<file path="src/rtl/rv_run_ctrl_pkg.sv">
// Shared definitions for the RISC-V run controller: session state encoding
// and the default end-of-program instruction (ecall).
package rv_run_ctrl_pkg;

   typedef enum logic [2:0] {
      S_IDLE  = 3'd0,
      S_LOAD  = 3'd1,
      S_RESET = 3'd2,
      S_RUN   = 3'd3,
      S_DONE  = 3'd4
   } state_t;

   localparam logic [31:0] HALT_INSN_DEFAULT = 32'h0000_0073;

endpackage

</file>
<file path="src/rtl/rv_halt_detect.sv">
// Halt detector for the run controller. Flags the fetched halt instruction
// while the core runs. With RV_RUN_CTRL_SELFLOOP_HALT_EN defined it also
// flags a PC that stays unchanged across two consecutive running cycles.
module rv_halt_detect #(
   parameter int              XLEN      = 32,
   parameter logic [XLEN-1:0] HALT_INSN = 32'h0000_0073
) (
   input  logic            clk,
   input  logic            areset,
   input  logic [XLEN-1:0] core_insn,
   input  logic [XLEN-1:0] core_pc,
   input  logic            core_run,
   output logic            halt_hit
);

`ifdef RV_RUN_CTRL_SELFLOOP_HALT_EN
   logic [XLEN-1:0] prev_pc;
   logic            prev_vld;

   // Remember last cycle's PC; only meaningful if the core ran last cycle
   always_ff @(posedge clk or negedge areset) begin
      if (!areset) begin
         prev_pc  <= '0;
         prev_vld <= 1'b0;
      end else begin
         prev_pc  <= core_pc;
         prev_vld <= core_run;
      end
   end

   assign halt_hit = core_run &&
                     ((core_insn == HALT_INSN) || (prev_vld && (core_pc == prev_pc)));
`else
   logic unused_inputs;
   assign unused_inputs = ^{clk, areset, core_pc};

   assign halt_hit = core_run && (core_insn == HALT_INSN);
`endif

endmodule

</file>
<file path="src/rtl/rv_run_ctrl.sv">
// Run controller for the single-cycle RISC-V core: streams a program into
// instruction memory, holds the core in reset, runs it under a cycle budget
// and reports halt or timeout. Optional self-loop halt detection is enabled
// with RV_RUN_CTRL_SELFLOOP_HALT_EN.
module rv_run_ctrl
   import rv_run_ctrl_pkg::*;
#(
   parameter int              XLEN       = 32,
   parameter int              IMEM_DEPTH = 64,
   parameter int              CYCLE_W    = 16,
   parameter int              RST_CYCLES = 4,
   parameter logic [XLEN-1:0] HALT_INSN  = HALT_INSN_DEFAULT,
   localparam int             AW         = $clog2(IMEM_DEPTH)
) (
   input  logic               clk,
   input  logic               areset,
   input  logic               start,
   input  logic [CYCLE_W-1:0] max_cycles,
   input  logic               ld_valid,
   output logic               ld_ready,
   input  logic [XLEN-1:0]    ld_data,
   input  logic               ld_last,
   output logic               imem_we,
   output logic [AW-1:0]      imem_waddr,
   output logic [XLEN-1:0]    imem_wdata,
   output logic               core_rst_n,
   output logic               core_run,
   input  logic [XLEN-1:0]    core_pc,
   input  logic [XLEN-1:0]    core_insn,
   output logic               busy,
   output logic               done,
   output logic               halted,
   output logic               timeout,
   output logic               overflow,
   output logic [CYCLE_W-1:0] cycles_run,
   output logic [AW:0]        words_loaded
);

   localparam int            RCW      = (RST_CYCLES > 1) ? $clog2(RST_CYCLES) : 1;
   localparam logic [RCW-1:0] RST_LAST = RCW'(RST_CYCLES - 1);
   localparam logic [AW:0]    DEPTH_W  = (AW+1)'(IMEM_DEPTH);

   state_t             state;
   logic [CYCLE_W-1:0] max_lat;
   logic [RCW-1:0]     rst_cnt;
   logic [CYCLE_W-1:0] cycles_next;
   logic               halt_hit;

   assign cycles_next = cycles_run + 1'b1;

   assign ld_ready   = (state == S_LOAD);
   assign busy       = (state == S_LOAD) || (state == S_RESET) || (state == S_RUN);
   assign done       = (state == S_DONE);
   assign core_run   = (state == S_RUN);
   assign core_rst_n = (state == S_RUN) || (state == S_DONE);

   rv_halt_detect #(
      .XLEN      (XLEN),
      .HALT_INSN (HALT_INSN)
   ) u_halt_detect (
      .clk       (clk),
      .areset    (areset),
      .core_insn (core_insn),
      .core_pc   (core_pc),
      .core_run  (core_run),
      .halt_hit  (halt_hit)
   );

   // Session FSM with load datapath, reset-hold counter and run counter
   always_ff @(posedge clk or negedge areset) begin
      if (!areset) begin
         state        <= S_IDLE;
         max_lat      <= '0;
         rst_cnt      <= '0;
         halted       <= 1'b0;
         timeout      <= 1'b0;
         overflow     <= 1'b0;
         cycles_run   <= '0;
         words_loaded <= '0;
         imem_we      <= 1'b0;
         imem_waddr   <= '0;
         imem_wdata   <= '0;
      end else begin
         imem_we <= 1'b0;
         case (state)
            S_IDLE, S_DONE: begin
               if (start) begin
                  state        <= S_LOAD;
                  max_lat      <= max_cycles;
                  halted       <= 1'b0;
                  timeout      <= 1'b0;
                  overflow     <= 1'b0;
                  cycles_run   <= '0;
                  words_loaded <= '0;
               end
            end
            S_LOAD: begin
               if (ld_valid) begin
                  // Words past the end of memory are still consumed so the
                  // stream can reach ld_last, but only flagged
                  if (words_loaded == DEPTH_W) begin
                     overflow <= 1'b1;
                  end else begin
                     imem_we      <= 1'b1;
                     imem_waddr   <= words_loaded[AW-1:0];
                     imem_wdata   <= ld_data;
                     words_loaded <= words_loaded + 1'b1;
                  end
                  if (ld_last) begin
                     state   <= S_RESET;
                     rst_cnt <= '0;
                  end
               end
            end
            S_RESET: begin
               if (rst_cnt == RST_LAST) begin
                  state <= S_RUN;
               end else begin
                  rst_cnt <= rst_cnt + 1'b1;
               end
            end
            S_RUN: begin
               if (cycles_run != '1) begin
                  cycles_run <= cycles_next;
               end
               // The detecting cycle itself executes, hence compare against
               // the post-increment count
               if (halt_hit) begin
                  state  <= S_DONE;
                  halted <= 1'b1;
               end else if ((max_lat != '0) && (cycles_next == max_lat)) begin
                  state   <= S_DONE;
                  timeout <= 1'b1;
               end
            end
            default: state <= S_IDLE;
         endcase
      end
   end

endmodule
</file>
<file path="config.mk">
export PLATFORM = sky130hd
export DESIGN_NAME = rv_run_ctrl
export DESIGN_NICKNAME = d
export VERILOG_FILES = /design/src/rtl/rv_run_ctrl_pkg.sv /design/src/rtl/rv_halt_detect.sv /design/src/rtl/rv_run_ctrl.sv
export SDC_FILE = /design/constraint.sdc
export NUM_CORES = 1
export LEC_CHECK = 0
export ABC_AREA = 1
export BUFFER_PORTS_ARGS = -buffer_cell sky130_fd_sc_hd__clkbuf_2
export CAP_MARGIN = 20
export CORE_ASPECT_RATIO = 2
export CORE_MARGIN = 2
export CORE_UTILIZATION = 35
export CTS_BUF_LIST = sky130_fd_sc_hd__clkbuf_4 sky130_fd_sc_hd__clkbuf_8
export DETAILED_ROUTE_END_ITERATION = 10
export SYNTH_ARGS = -nofsm -noshare
export SYNTH_HDL_FRONTEND = slang
export SYNTH_SLANG_ARGS = --single-unit
</file>
<file path="constraint.sdc">
create_clock -name clk -period 2.56 [get_ports clk]
set_clock_uncertainty 0.1 [all_clocks]
set_input_delay 0.384 -clock clk [delete_from_list [all_inputs] [get_ports clk]]
set_output_delay 0.384 -clock clk [all_outputs]
set_load 0.1 [all_outputs]
</file>
# ---- After elaboration in Yosys (flattened, before gate mapping)
# Cells that the tools add are included.
dict set report totals {
  ramBits 0
  input_bits 117
  romBits 0
  word_cells 86
  regBits 86
  mem_count 0
  out_inout_bits 70
  latch_bits 0
}
dict set report op_classes {
  n_eq_ne 21
  muxes 30
  shifts 0
  reduce_logical 20
  n_bitwise 1
  magnitude_cmp 0
  n_addsub 3
  div_mod_pow 0
  mul 0
}
# operator count
set op_table {}
lappend op_table {{$eq 32x7->1 const B} 1}
lappend op_table {{$mux 16} 2}
lappend op_table {{$pmux 16 s2} 1}
lappend op_table {{$mux 7} 3}
lappend op_table {{$mux 3} 6}
lappend op_table {{$add 16x1->16 const B} 1}
lappend op_table {{$eq 16x16->1} 1}
lappend op_table {{$ne 16x16->1 const B} 1}
lappend op_table {{$ne 2x2->1 const B} 8}
lappend op_table {{$reduce_and 4->1} 4}
lappend op_table {{$reduce_bool 16->1} 1}
lappend op_table {{$pmux 7 s2} 1}
lappend op_table {{$pmux 3 s4} 1}
lappend op_table {{$mux 1} 9}
lappend op_table {{$reduce_and 3->1} 3}
lappend op_table {{$add 7x1->7 const B} 1}
lappend op_table {{$eq 7x7->1 const B} 1}
lappend op_table {{$eq 3x2->1 const B} 2}
lappend op_table {{$mux 2} 3}
lappend op_table {{$ne 2x1->1 const B} 3}
lappend op_table {{$pmux 1 s2} 3}
lappend op_table {{$reduce_bool 2->1} 3}
lappend op_table {{$reduce_and 5->1} 1}
lappend op_table {{$pmux 2 s2} 1}
lappend op_table {{other kinds (11)} 14}

# ---- Logic depth before layout (Yosys ltp)
# Gate-level depths: netlist of the first run.
dict set report depth {
  word_depth 6
  mapped_depth 16
}

# ---- Modules after synthesis
# From an unflattened synthesis of the first run, not the netlist that was laid out.
dict set report unflattened {
  cells_unflattened 578
  hier_area_um2 4413.0
}
# mod seq_area_each_um2 area_each_um2 instances cells_each
set by_module_without_submodules {}
lappend by_module_without_submodules {rv_run_ctrl 2152.1 4289.1 1 548}
lappend by_module_without_submodules {rv_halt_detect 0.0 123.9 1 30}

# ---- Worst setup path before layout of the first run
# Ideal clock, no wire load.
dict set report synth_timing {
  kind {reg2out}
  startpoint {register state[1]}
  endpoint {output core_rst_n}
  slack_ns -0.692
  stages_incl_launch_ff 4
  arrival_ns 2.768
  cell_sequence {dfrtp_1 > nor2_1 > inv_1 > o21ai_0}
}
dict set report synth_between {
  elab_chain_len 2
  elab_cells_between_ends 3
}
# item line
set synth_lines {}
lappend synth_lines {{from (decl)} rv_run_ctrl.sv:43} ;# state_t state;
lappend synth_lines {{from (signal assigned)} rv_run_ctrl.sv:72} ;# state <= S_IDLE;
lappend synth_lines {{from (signal assigned)} rv_run_ctrl.sv:88} ;# state <= S_LOAD;
lappend synth_lines {{from (signal assigned)} rv_run_ctrl.sv:110} ;# state <= S_RESET;
lappend synth_lines {{$eq 3x2->1 or $eq 3x3->1 (tied branches)} rv_run_ctrl.sv:55} ;# assign core_rst_n = (state == S_RUN) || (state == S_DONE);
lappend synth_lines {{$logic_or 1x1->1 (*)} rv_run_ctrl.sv:55}
lappend synth_lines {{to (decl)} rv_run_ctrl.sv:26} ;# output logic core_rst_n,
# Mark *: on every way between the ends. The rest lies on a longest branch, timed or not.

# ---- Worst setup path in the final report of the first run
dict set report layout_timing {
  startpoint {register cycles_run[0]}
  endpoint {register state[1]}
}
dict set report layout_between {
  elab_chain_len 5
}
# item line
set layout_lines {}
lappend layout_lines {{from (decl)} rv_run_ctrl.sv:35} ;# output logic [CYCLE_W-1:0] cycles_run,
lappend layout_lines {{from (signal assigned)} rv_run_ctrl.sv:124} ;# cycles_run <= cycles_next;
lappend layout_lines {{$add 16x1->16} rv_run_ctrl.sv:49} ;# assign cycles_next = cycles_run + 1'b1;
lappend layout_lines {{$eq 16x16->1} rv_run_ctrl.sv:131} ;# end else if ((max_lat != '0) && (cycles_next == max_lat)) begin
lappend layout_lines {{$logic_and 1x1->1} rv_run_ctrl.sv:131}
lappend layout_lines {{$ne 3x3->1 (no line)} -}
lappend layout_lines {{$reduce_and 5->1 (no line)} -}
lappend layout_lines {{to (signal assigned)} rv_run_ctrl.sv:129} ;# state <= S_DONE;
lappend layout_lines {{to (signal assigned)} rv_run_ctrl.sv:132} ;# state <= S_DONE;
lappend layout_lines {{to (signal assigned)} rv_run_ctrl.sv:136} ;# default: state <= S_IDLE;
# No other way between the ends.
# A chain may end at the register's enable or synchronous reset.

==> impl_metrics.toml, run 1 <==
[timing]
timing.fmax_ghz = 0.4339
worst_pin_slew_ns = 0.5679
rsz0062_at_grt = "false"
slew_headroom_pct = 62.30
period_share_pct = 90.02
slew_violations = 0
hold_viol = 0
setup_tns_ns = 0
fin_crit_ns = 2.305
setup_viol = 0

[global_route]
gr-total-overflow = 0
grt_max_degree = 56
grt_pass1_wl_um = 20180
grt_antenna_before_repair = 0
grt_use_total_pct = 19.88
grt_pass1_vias = 4223

[place]
place_inst = 850
place_area_um2 = 5271
hpwl_um = 9796
finalWeightedCongestion = 0.9023
port_buffers = 154

[final_layout]
syn2layout_area_growth_pct = 30.14
nets = 838
design_area_um2 = 5505
diodes = 0
seqCellArea_um2 = 2157
multi_input_area_um2 = 1829
drive_gt1_share_pct = 27.60
finalCoreUtilization_pct = 46.77
final_cell_count_no_fill = 866
fillers = 1184

[clock_tree]
cts_tree = "yes"
htreeDepth = 3
cts_root_buf = "clkbuf_8"
clkSlewWorstSetupHoldPaths_ns = 0.09
clock_path_buffers = 2
clk_latency_ns = 0.35
cts_sinks = 86
postCtsSetupRepairBufs = 0
cts-buffers-inserted = 9

[critical_path]
cpMostUsedCell = "nand2_1"
critical_path_class = "register to register"
worstPathCellList = "ha_1 -> nand2_1 -> nor2_4 -> nand2_1 -> nand2_1 -> a21oi_1 -> nor2_1 -> nand3_1 -> nor2_1 -> nand2_1 -> nand2_2 -> nand2_2 -> nand2_1 -> nand2_1"
critPathSlowestCell = "dfrtp_2"
path_delay_family = "simple AND/OR/NAND/NOR gates"
arrival_ns = 2.45
regToRegStartpoint = "cycles_run[0]"
cp-end-kind = "register"
crit_buf_inv = 0
rrSetupSlack_ns = 0.26
cp_max_fo = 7
cp.required_ns = 2.71
max_stage_delay_ns = 0.43
rr_worst_depth = 14
worstReg2RegEnd = "state[1]"
crit_path_start_kind = "register"

[route]
wl_um = 12540
first_iter_violations = 182
wl_per_cell_um = 14.48
ant_nets = 0
first_pass_iters = 7
viasPerCell = 4.938
route.detailed.drc = 0
vias = 4276

[status]
status = "finished clean"

[power_and_ir_drop]
power_density_nw_per_um2 = 1414
p_leak_uw = 0.002925
ir_drop_mv = 0.9668

[die]
fp.dieH_um = 159.5
rows = 56
fp.coreArea_um2 = 11770
start_util_pct = 35.94
io_pins = 187
dieArea_um2 = 13040
die_x_um = 81.74

[hold_path]
whs_endpoint = "imem_wdata[14]"
min_path_cells = 3
min-delay-start = "ld_data[14]"
min_path_type = "input pin to register"

[logic_synthesis]
syn_area_um2 = 4230
avgSynthCellArea_um2 = 7.650
async_flop_share_pct = 100.0
synth.distinct_cells = 30
yosysSeqAreaShare_pct = 50.87
ys.flop_type = "dfrtp_1"
syn_nets = 674
synth_edf_count = 0
ys_ff_latch = 86
syn_inst = 553
yosys_warnings = 0

[job]
maxCapViolations = 0
[worst reg2reg max path, delay by kind of cell (launching register included)]
kind | cells | cell delay [ns]
compound gates | 1 | 0.10
fa+ha+maj | 1 | 0.22
flops | 1 | 0.43
simple gates | 12 | 1.38
[stage by stage]
| step | setup WS, ns | hold slack, ns | total power (uW) |
|---|---|---|---|
| after detailed placement | 0.2869 | 0.2648 | 6763 |
| after global routing | 0.02386 | 0.1100 | 8208 |
| after CTS | 0.2620 | 0.09836 | 7865 |
| after floorplan | 0.003584 | -0.01159 | 5766 |
| after global placement | 0.3165 | 0.2657 | 6686 |
| final | 0.2555 | 0.1241 | 7782 |
[how the worst max path moves through the flow]
stage	from	end	slack [ns]	depth (start not counted)
after floorplan	cycles_run[4]	state[2]	0.004	15
after global placement	cycles_run[6]	state[1]	0.32	15
after detailed placement	cycles_run[0]	state[1]	0.29	14
after CTS	state[1]	done	0.26	4
after global routing	cycles_run[0]	state[1]	0.02	15
final	cycles_run[0]	state[1]	0.26	14
[logic make-up after synthesis]
group	after synthesis	synth area share [%]
AO/OA/AOI/OAI	55	6.773
flip-flops	86	50.87
XOR/XNOR	3	0.6212
buffers and inverters	68	6.092
AND/OR/NAND/NOR	337	34.46
adder cells (fa/ha/maj)	4	1.183
[final cells by class]
type | count | share of cell area [%]
Timing Repair Buffer | 166 | 16.50
Sequential cell | 86 | 39.18
Clock inverter | 4 | 1.273
Clock buffer | 11 | 2.750
Tap cell | 145 | 3.295
Inverter | 55 | 3.773
Multi-Input combinational cell | 399 | 33.23
[registers in the layout, indices dropped and copies added, names as in the netlist, 2 cells and up]
register and flops:
imem_wdata 32, cycles_run 16, max_lat 16, words_loaded 7, imem_waddr 6, state 3, rst_cnt 2
[routing by layer]
metal  wire, um  share of wire (%)  global-route usage (%)  up-vias
li1           -                  -                       -     2098
met1       4586                 37                   21.19     1952
met2       6647                 53                   35.74      196
met3        907                7.2                   4.705       30
met4        399                3.2                   8.561        0
met5          0                  0                       0        -
[timing repair]
| action | CTS | global route |
|---|---|---|
| hold endpoints to repair | 31 | 0 |
| resized for setup | 0 | 1 |
| hold buffers | 1 | 0 |
| endpoints found under the setup margin | 0 | 3 |
[Yosys cell counts (4+ instances only)]
library cell	instances	area (um2)
a21oi_1	9	45.04
clkbuf_1	11	41.29
dfrtp_1	86	2152
ha_1	4	50.05
inv_1	53	198.9
nand2_1	221	829.6
nand3_1	38	190.2
nand4_1	18	112.6
nor2_1	30	112.6
nor3_1	9	45.04
nor4_1	6	37.54
o21ai_0	36	180.2
o22ai_1	7	43.79
[placed cells by master, fill, tap and decap left out, types with 2 or more instances in the layout]
cell       netlist  final
nand3_1         38     38
dfrtp_2          0      4
buf_4            0     11
dfrtp_1         86     82
nand2_1        221    221
bufinv_16        0      2
nor2_4           3      3
nand4_1         18     18
nor2_2           3      4
ha_1             4      4
nor2_1          30     29
xnor2_1          2      2
inv_1           53     53
nor3_1           9      9
a21oi_1          9      9
clkinv_2         1      3
nand2_2          3      3
nor4_1           6      6
o21ai_1          2      3
buf_12           0      3
clkbuf_2         0    151
o21ai_0         36     35
o22ai_1          7      7
clkbuf_8         0     11
[report_power, final]
| group | internal (uW) | switching (uW) | leakage [uW] |
|---|---|---|---|
| Sequential | 1830 | 322 | 0.00111 |
| Clock | 595 | 469 | 0.000115 |
| Combinational | 818 | 3750 | 0.00170 |
| Total | 3250 | 4540 | 0.00292 |
(Power assumes the default switching activity.)
==> inputs of run 2 (changes only) <==
--- a/config.mk
+++ b/config.mk
@@ -8,11 +8,12 @@
 export ABC_AREA = 1
 export BUFFER_PORTS_ARGS = -buffer_cell sky130_fd_sc_hd__clkbuf_2
 export CAP_MARGIN = 20
-export CORE_ASPECT_RATIO = 2
+export CORE_ASPECT_RATIO = 0.9
 export CORE_MARGIN = 2
 export CORE_UTILIZATION = 35
 export CTS_BUF_LIST = sky130_fd_sc_hd__clkbuf_4 sky130_fd_sc_hd__clkbuf_8
 export DETAILED_ROUTE_END_ITERATION = 10
 export SYNTH_ARGS = -nofsm -noshare
 export SYNTH_HDL_FRONTEND = slang
+export SYNTH_HIERARCHICAL = 1
 export SYNTH_SLANG_ARGS = --single-unit
==> impl_metrics.toml, run 2 <==
[timing]
timing.fmax_ghz = 0.4261
slew_violations = 0
setup_ws_ns = 0.2130
hold_viol = 0
rsz0062_at_grt = "false"
setup_tns_ns = 0
setup_viol = 0
worst_pin_slew_ns = 0.5942
slew_headroom_pct = 60.31
period_share_pct = 91.68
fin_crit_ns = 2.347

[route]
met1_length_um = 5262
viasPerCell = 4.783
route.detailed.drc = 0
vias = 4319
first_pass_iters = 5
ant_nets = 0
wl_per_cell_um = 13.26
top_layer_used = "met4"
wl_met3_um = 1016
wl_met2_um = 5510
first_iter_violations = 261
wl_um = 11980

[place]
port_buffers = 154
place_ws_ns = 0.1633
hpwl_um = 9090
finalWeightedCongestion = 0.8470

[final_layout]
syn2layout_area_growth_pct = 27.33
final_cell_mix = "219 x nand2_1, 152 x clkbuf_2, 84 x dfrtp_1"
top_regs = "imem_wdata: 32 flops, cycles_run: 16 flops, max_lat: 16 flops"
drive_gt1_share_pct = 27.99
largest_reg_flops = 32
final_common_cell = "nand2_1"
nets = 860
finalCoreUtilization_pct = 46.17
diodes = 0
largest-register = "imem_wdata"

[critical_path]
cpMostUsedCell = "inv_1"
critPathSlowestCell = "dfrtp_1"
arrival_ns = 1.86
critical_path_class = "register to primary output"
max_stage_delay_ns = 0.41
crit_buf_inv = 3
path_delay_family = "buffers and inverters"
worstPathCellList = "inv_1 -> nor3_4 -> inv_1 -> o21ai_4 -> buf_12"
cp-end-kind = "primary output"
crit_path_start_kind = "register"
cp_max_fo = 8
cp.required_ns = 2.08

[logic_synthesis]
syn_nets = 699
synth.distinct_cells = 34
synthTopCellsByArea = "dfrtp_1 49%, nand2_1 19%, nand3_1 4.9%, inv_1 4.8%, o21ai_0 4.2%"
ys_ff_latch = 86
ys.flop_type = "dfrtp_1"
ys_top_cells_by_count = "219 x nand2_1, 86 x dfrtp_1, 56 x inv_1, 46 x nor2_1, 43 x nand3_1"
synth_top_area_cell = "dfrtp_1"
synth_edf_count = 0
async_flop_share_pct = 100.0
synth_top_cell_area_share_pct = 48.77
yosysMostFrequentCell = "nand2_1"
avgSynthCellArea_um2 = 7.635
syn_inst = 578
yosys_warnings = 6
syn_area_um2 = 4413
yosysSeqAreaShare_pct = 48.77

[die]
fp.dieH_um = 110.5
dieArea_um2 = 13520
rows = 38
die_x_um = 122.4
io_pins = 187
fp.coreArea_um2 = 12170
start_util_pct = 36.26

[power_and_ir_drop]
switchingPower_uw = 2189
power_density_nw_per_um2 = 776.5
swShare_pct = 50.18
intPower_uw = 2174
p_leak_uw = 0.003257
clockPowerShare_pct = 20.3
pwr-share-comb_pct = 42.2
ir_drop_mv = 0.6285
power_frac_seq_pct = 37.5

[clock_tree]
cts-buffers-inserted = 9
clock_path_buffers = 2
cts_root_buf = "clkbuf_8"
cts_tree = "yes"
cts_sinks = 86
clk_latency_ns = 0.37
htreeDepth = 3
clkSlewWorstSetupHoldPaths_ns = 0.09

[global_route]
gr-total-overflow = 0
grt_antenna_before_repair = 0
grt_pass1_vias = 4200
grt_pass1_wl_um = 20460
grt_max_degree = 45
grt_use_total_pct = 18.95

[hold_path]
min_path_type = "input pin to register"

[status]
status = "finished clean"

[job]
maxCapViolations = 0
==> run 2: cell types whose count changed after synthesis, moves of 3 or more <==
cell	before	now
nor3_1	9	5
inv_1	53	56
nand2_2	3	6
nand3_1	38	43
nor4_1	6	1
nor2_1	30	46
o21ai_2	0	4
==> run 2: power by group through the flow <==
| stage | combinational (uW) | clock, uW | sequential, uW |
|---|---|---|---|
| after floorplan | 249 | 0 | 2880 |
| after global placement | 1840 | 0 | 1650 |
| after detailed placement | 1850 | 0 | 1650 |
| after CTS | 1850 | 927 | 1640 |
| after global routing | 1920 | 986 | 1660 |
| final | 1840 | 888 | 1640 |
==> run 2: area by class of cell <==
type,count,area [um2]
Clock buffer,10,137.6
Clock inverter,5,36.28
Fill cell,1276,6553
Inverter,60,229.0
Multi-Input combinational cell,420,1998
Sequential cell,86,2155
Tap cell,160,200.2
Timing Repair Buffer,162,863.3
==> run 2: kinds of logic (layout without fill, tap and decap cells) <==
logic type | count (synthesis) | after routing | share of synthesized area, %
simple gates | 355 | 355 | 35.36
compound gates | 57 | 57 | 7.145
fa+ha+maj | 4 | 4 | 1.134
xor+xnor | 3 | 3 | 1.021
buf+inv | 72 | 237 | 6.351
flops | 86 | 86 | 48.77
mux | 1 | 1 | 0.2268
==> run 2: metal layers <==
layer	vias up	track usage [%]
met5	-	0
met4	0	5.977
met3	14	6.302
met2	151	29.26
met1	1987	24.99
li1	2167	-
==> run 2: through the flow <==
stage,total power (uW),cells,area [um2],hold WS (ns)
after floorplan,3133,578,4433,-0.01159
after global placement,3493,887,5431,0.2586
after detailed placement,3509,887,5431,0.2541
after CTS,4417,903,5615,0.07791
after global routing,4571,903,5619,0.08405
final,4363,903,5619,0.09582
==> run 2: path summary, 6_finish.rpt <==
check                      cells after the start       startpoint         endpoint  slack, ns
min                                            3      ld_data[14]   imem_wdata[14]        0.1
min reg2reg                                    2   imem_wdata[25]   imem_wdata[25]       0.39
max in group asynchronous                      3           areset   imem_wdata[26]       1.38
max reg2reg                                   11  words_loaded[0]  words_loaded[4]       0.24
max                                            5         state[1]       core_rst_n       0.21
min in group asynchronous                      2           areset   cycles_run[14]       0.39
==> run 2: worst min-delay path: cells and delay by family <==
kind	cells	cell delay, ns
buffers and inverters	1	0.07
and+or+nand+nor	2	0.08
==> run 2: what timing repair did <==
action                     4_1_cts  5_1_grt
setup buffers                    0        0
hold buffers                     1        0
gates resized for setup          0        1
setup endpoints to repair        0        8
hold endpoints to repair        28        0
==> inputs of run 3 (changes only) <==
--- a/config.mk
+++ b/config.mk
@@ -6,6 +6,7 @@
 export NUM_CORES = 1
 export LEC_CHECK = 0
 export ABC_AREA = 1
+export ABC_CLOCK_PERIOD_IN_PS = 2560
 export BUFFER_PORTS_ARGS = -buffer_cell sky130_fd_sc_hd__clkbuf_2
 export CAP_MARGIN = 20
 export CORE_ASPECT_RATIO = 0.9
@@ -13,6 +14,7 @@
 export CORE_UTILIZATION = 35
 export CTS_BUF_LIST = sky130_fd_sc_hd__clkbuf_4 sky130_fd_sc_hd__clkbuf_8
 export DETAILED_ROUTE_END_ITERATION = 10
+export REMOVE_ABC_BUFFERS = 1
 export SYNTH_ARGS = -nofsm -noshare
 export SYNTH_HDL_FRONTEND = slang
 export SYNTH_HIERARCHICAL = 1
==> impl_metrics.toml, run 3 (synthesis results as in run 2) <==
[final_layout]
seqCellArea_um2 = 2152
largest_reg_flops = 32
final_cell_mix = "219 x nand2_1, 151 x clkbuf_2, 86 x dfrtp_1"
diodes = 0
largest-register = "imem_wdata"
final_cell_count_no_fill = 904
top_regs = "imem_wdata: 32 flops, cycles_run: 16 flops, max_lat: 16 flops"
multi_input_area_um2 = 1981
final_common_cell = "nand2_1"
syn2layout_area_growth_pct = 26.96
drive_gt1_share_pct = 27.55
finalCoreUtilization_pct = 46.03
nets = 860
fillers = 1239

[place]
port_buffers = 154
place_inst = 887
hpwl_um = 8969
place_ws_ns = 0.2962
finalWeightedCongestion = 0.9091

[timing]
hold_viol = 0
fin_crit_ns = 2.332
setup_tns_ns = 0
setup_ws_ns = 0.2280
rsz0062_at_grt = "false"
worst_pin_slew_ns = 0.5608
slew_headroom_pct = 62.78
slew_violations = 0
timing.fmax_ghz = 0.4288
period_share_pct = 91.09
setup_viol = 0

[power_and_ir_drop]
pwr-share-comb_pct = 41.9
clockPowerShare_pct = 20.6
power_frac_seq_pct = 37.5
intPower_uw = 2158
power_density_nw_per_um2 = 780.3
p_leak_uw = 0.003249
swShare_pct = 50.64
switchingPower_uw = 2214
ir_drop_mv = 0.6087

[critical_path]
cp-end-kind = "primary output"
crit_path_start_kind = "register"
arrival_ns = 1.85
rrSetupSlack_ns = 0.27
critical_path_class = "register to primary output"
cp.required_ns = 2.08
cp_max_fo = 11

[die]
fp.dieH_um = 110.5
start_util_pct = 36.26
rows = 38
dieArea_um2 = 13520
io_pins = 187
die_x_um = 122.4
fp.coreArea_um2 = 12170

[global_route]
grt_max_degree = 72
grt_util_met3_pct = 7.955
use_met1_pct = 23.29
grt_pass1_vias = 4269
grt_use_total_pct = 18.42
grt_pass1_wl_um = 19980
grt_antenna_before_repair = 0
grt-busiest-layer = "met2"
grtUsageMet2_pct = 28.07
gr-total-overflow = 0

[clock_tree]
clock_path_buffers = 2
cts-resized-gates = 0
cts_tree = "yes"
htreeDepth = 3
cts_root_buf = "clkbuf_8"
clkSlewWorstSetupHoldPaths_ns = 0.09
cts_sinks = 86
cts-buffers-inserted = 9
clk_latency_ns = 0.37

[route]
wl_per_cell_um = 13.24
viasPerCell = 4.749
ant_nets = 0
wl_um = 11970
route.detailed.drc = 0
vias = 4293
first_pass_iters = 4
first_iter_violations = 176

[job]
maxCapViolations = 0

[status]
status = "finished clean"

[hold_path]
min_path_type = "input pin to register"
==> run 3: cell count changes in the layout (fill, tap and decap cells not counted), moves of 2 or more <==
| cell | delta |
|---|---|
| clkinv_4 | -2 |
| dfrtp_1 | +2 |
| dfrtp_2 | -2 |
| inv_6 | +3 |
==> run 3: power by group through the flow <==
stage | registers (uW) | clock network, uW | logic (uW)
after global routing | 1660 | 999 | 1920
after global placement | 1650 | 0 | 1830
final | 1640 | 902 | 1830
after CTS | 1640 | 942 | 1840
after detailed placement | 1660 | 0 | 1850
after floorplan | 2880 | 0 | 245
==> run 3: path summary, 6_finish.rpt <==
| path | startpoint | to | cells after the start |
|---|---|---|---|
| max in group asynchronous | areset | imem_wdata[22] | 3 |
| worst min register to register | rst_cnt[0] | rst_cnt[0] | 1 |
| worst max-delay path | state[2] | core_rst_n | 5 |
| worst max register to register | cycles_run[1] | state[2] | 14 |
| min in group asynchronous | areset | cycles_run[14] | 2 |
| worst min-delay path | ld_data[17] | imem_wdata[17] | 3 |
==> run 3: through the flow <==
step	power, uW	hold WS (ns)	cell area, um2
6_report	4372	0.09835	5603
5_1_grt	4582	0.07724	5603
4_1_cts	4425	0.07231	5603
3_5_place_dp	3502	0.1684	5414
3_3_place_gp	3484	0.1658	5414
2_1_floorplan	3129	-0.01159	4358
==> run 3: repair_timing <==
item                                   4_1_cts  5_1_grt
endpoints found under the hold margin       15        0
setup buffers                                0        0
hold buffers                                 1        0
==> run 3: layout make-up <==
type | count | share of cell area (%)
timing repair buffer | 162 | 15.45
inverter | 60 | 4.020
multi-input combinational | 420 | 35.35
clock inverter | 7 | 0.9826
clock buffer | 9 | 2.211
tap | 160 | 3.573
sequential | 86 | 38.41
==> run 3: layer usage <==
metal  part of all wire, %  routed length (um)  vias up
li1                      -                   -     2165
met3                   9.9                1185       20
met4                   1.7                 204        0
met1                    43                5131     1939
met2                    45                5444      169
met5                     0                   0        -
==> run 3: worst max-delay path, cell delays in order (launching register included) <==
cell	delay, ns
dfrtp_1	0.48
nor3_2	0.20
buf_4	0.21
inv_1	0.17
o21ai_0	0.20
buf_12	0.22
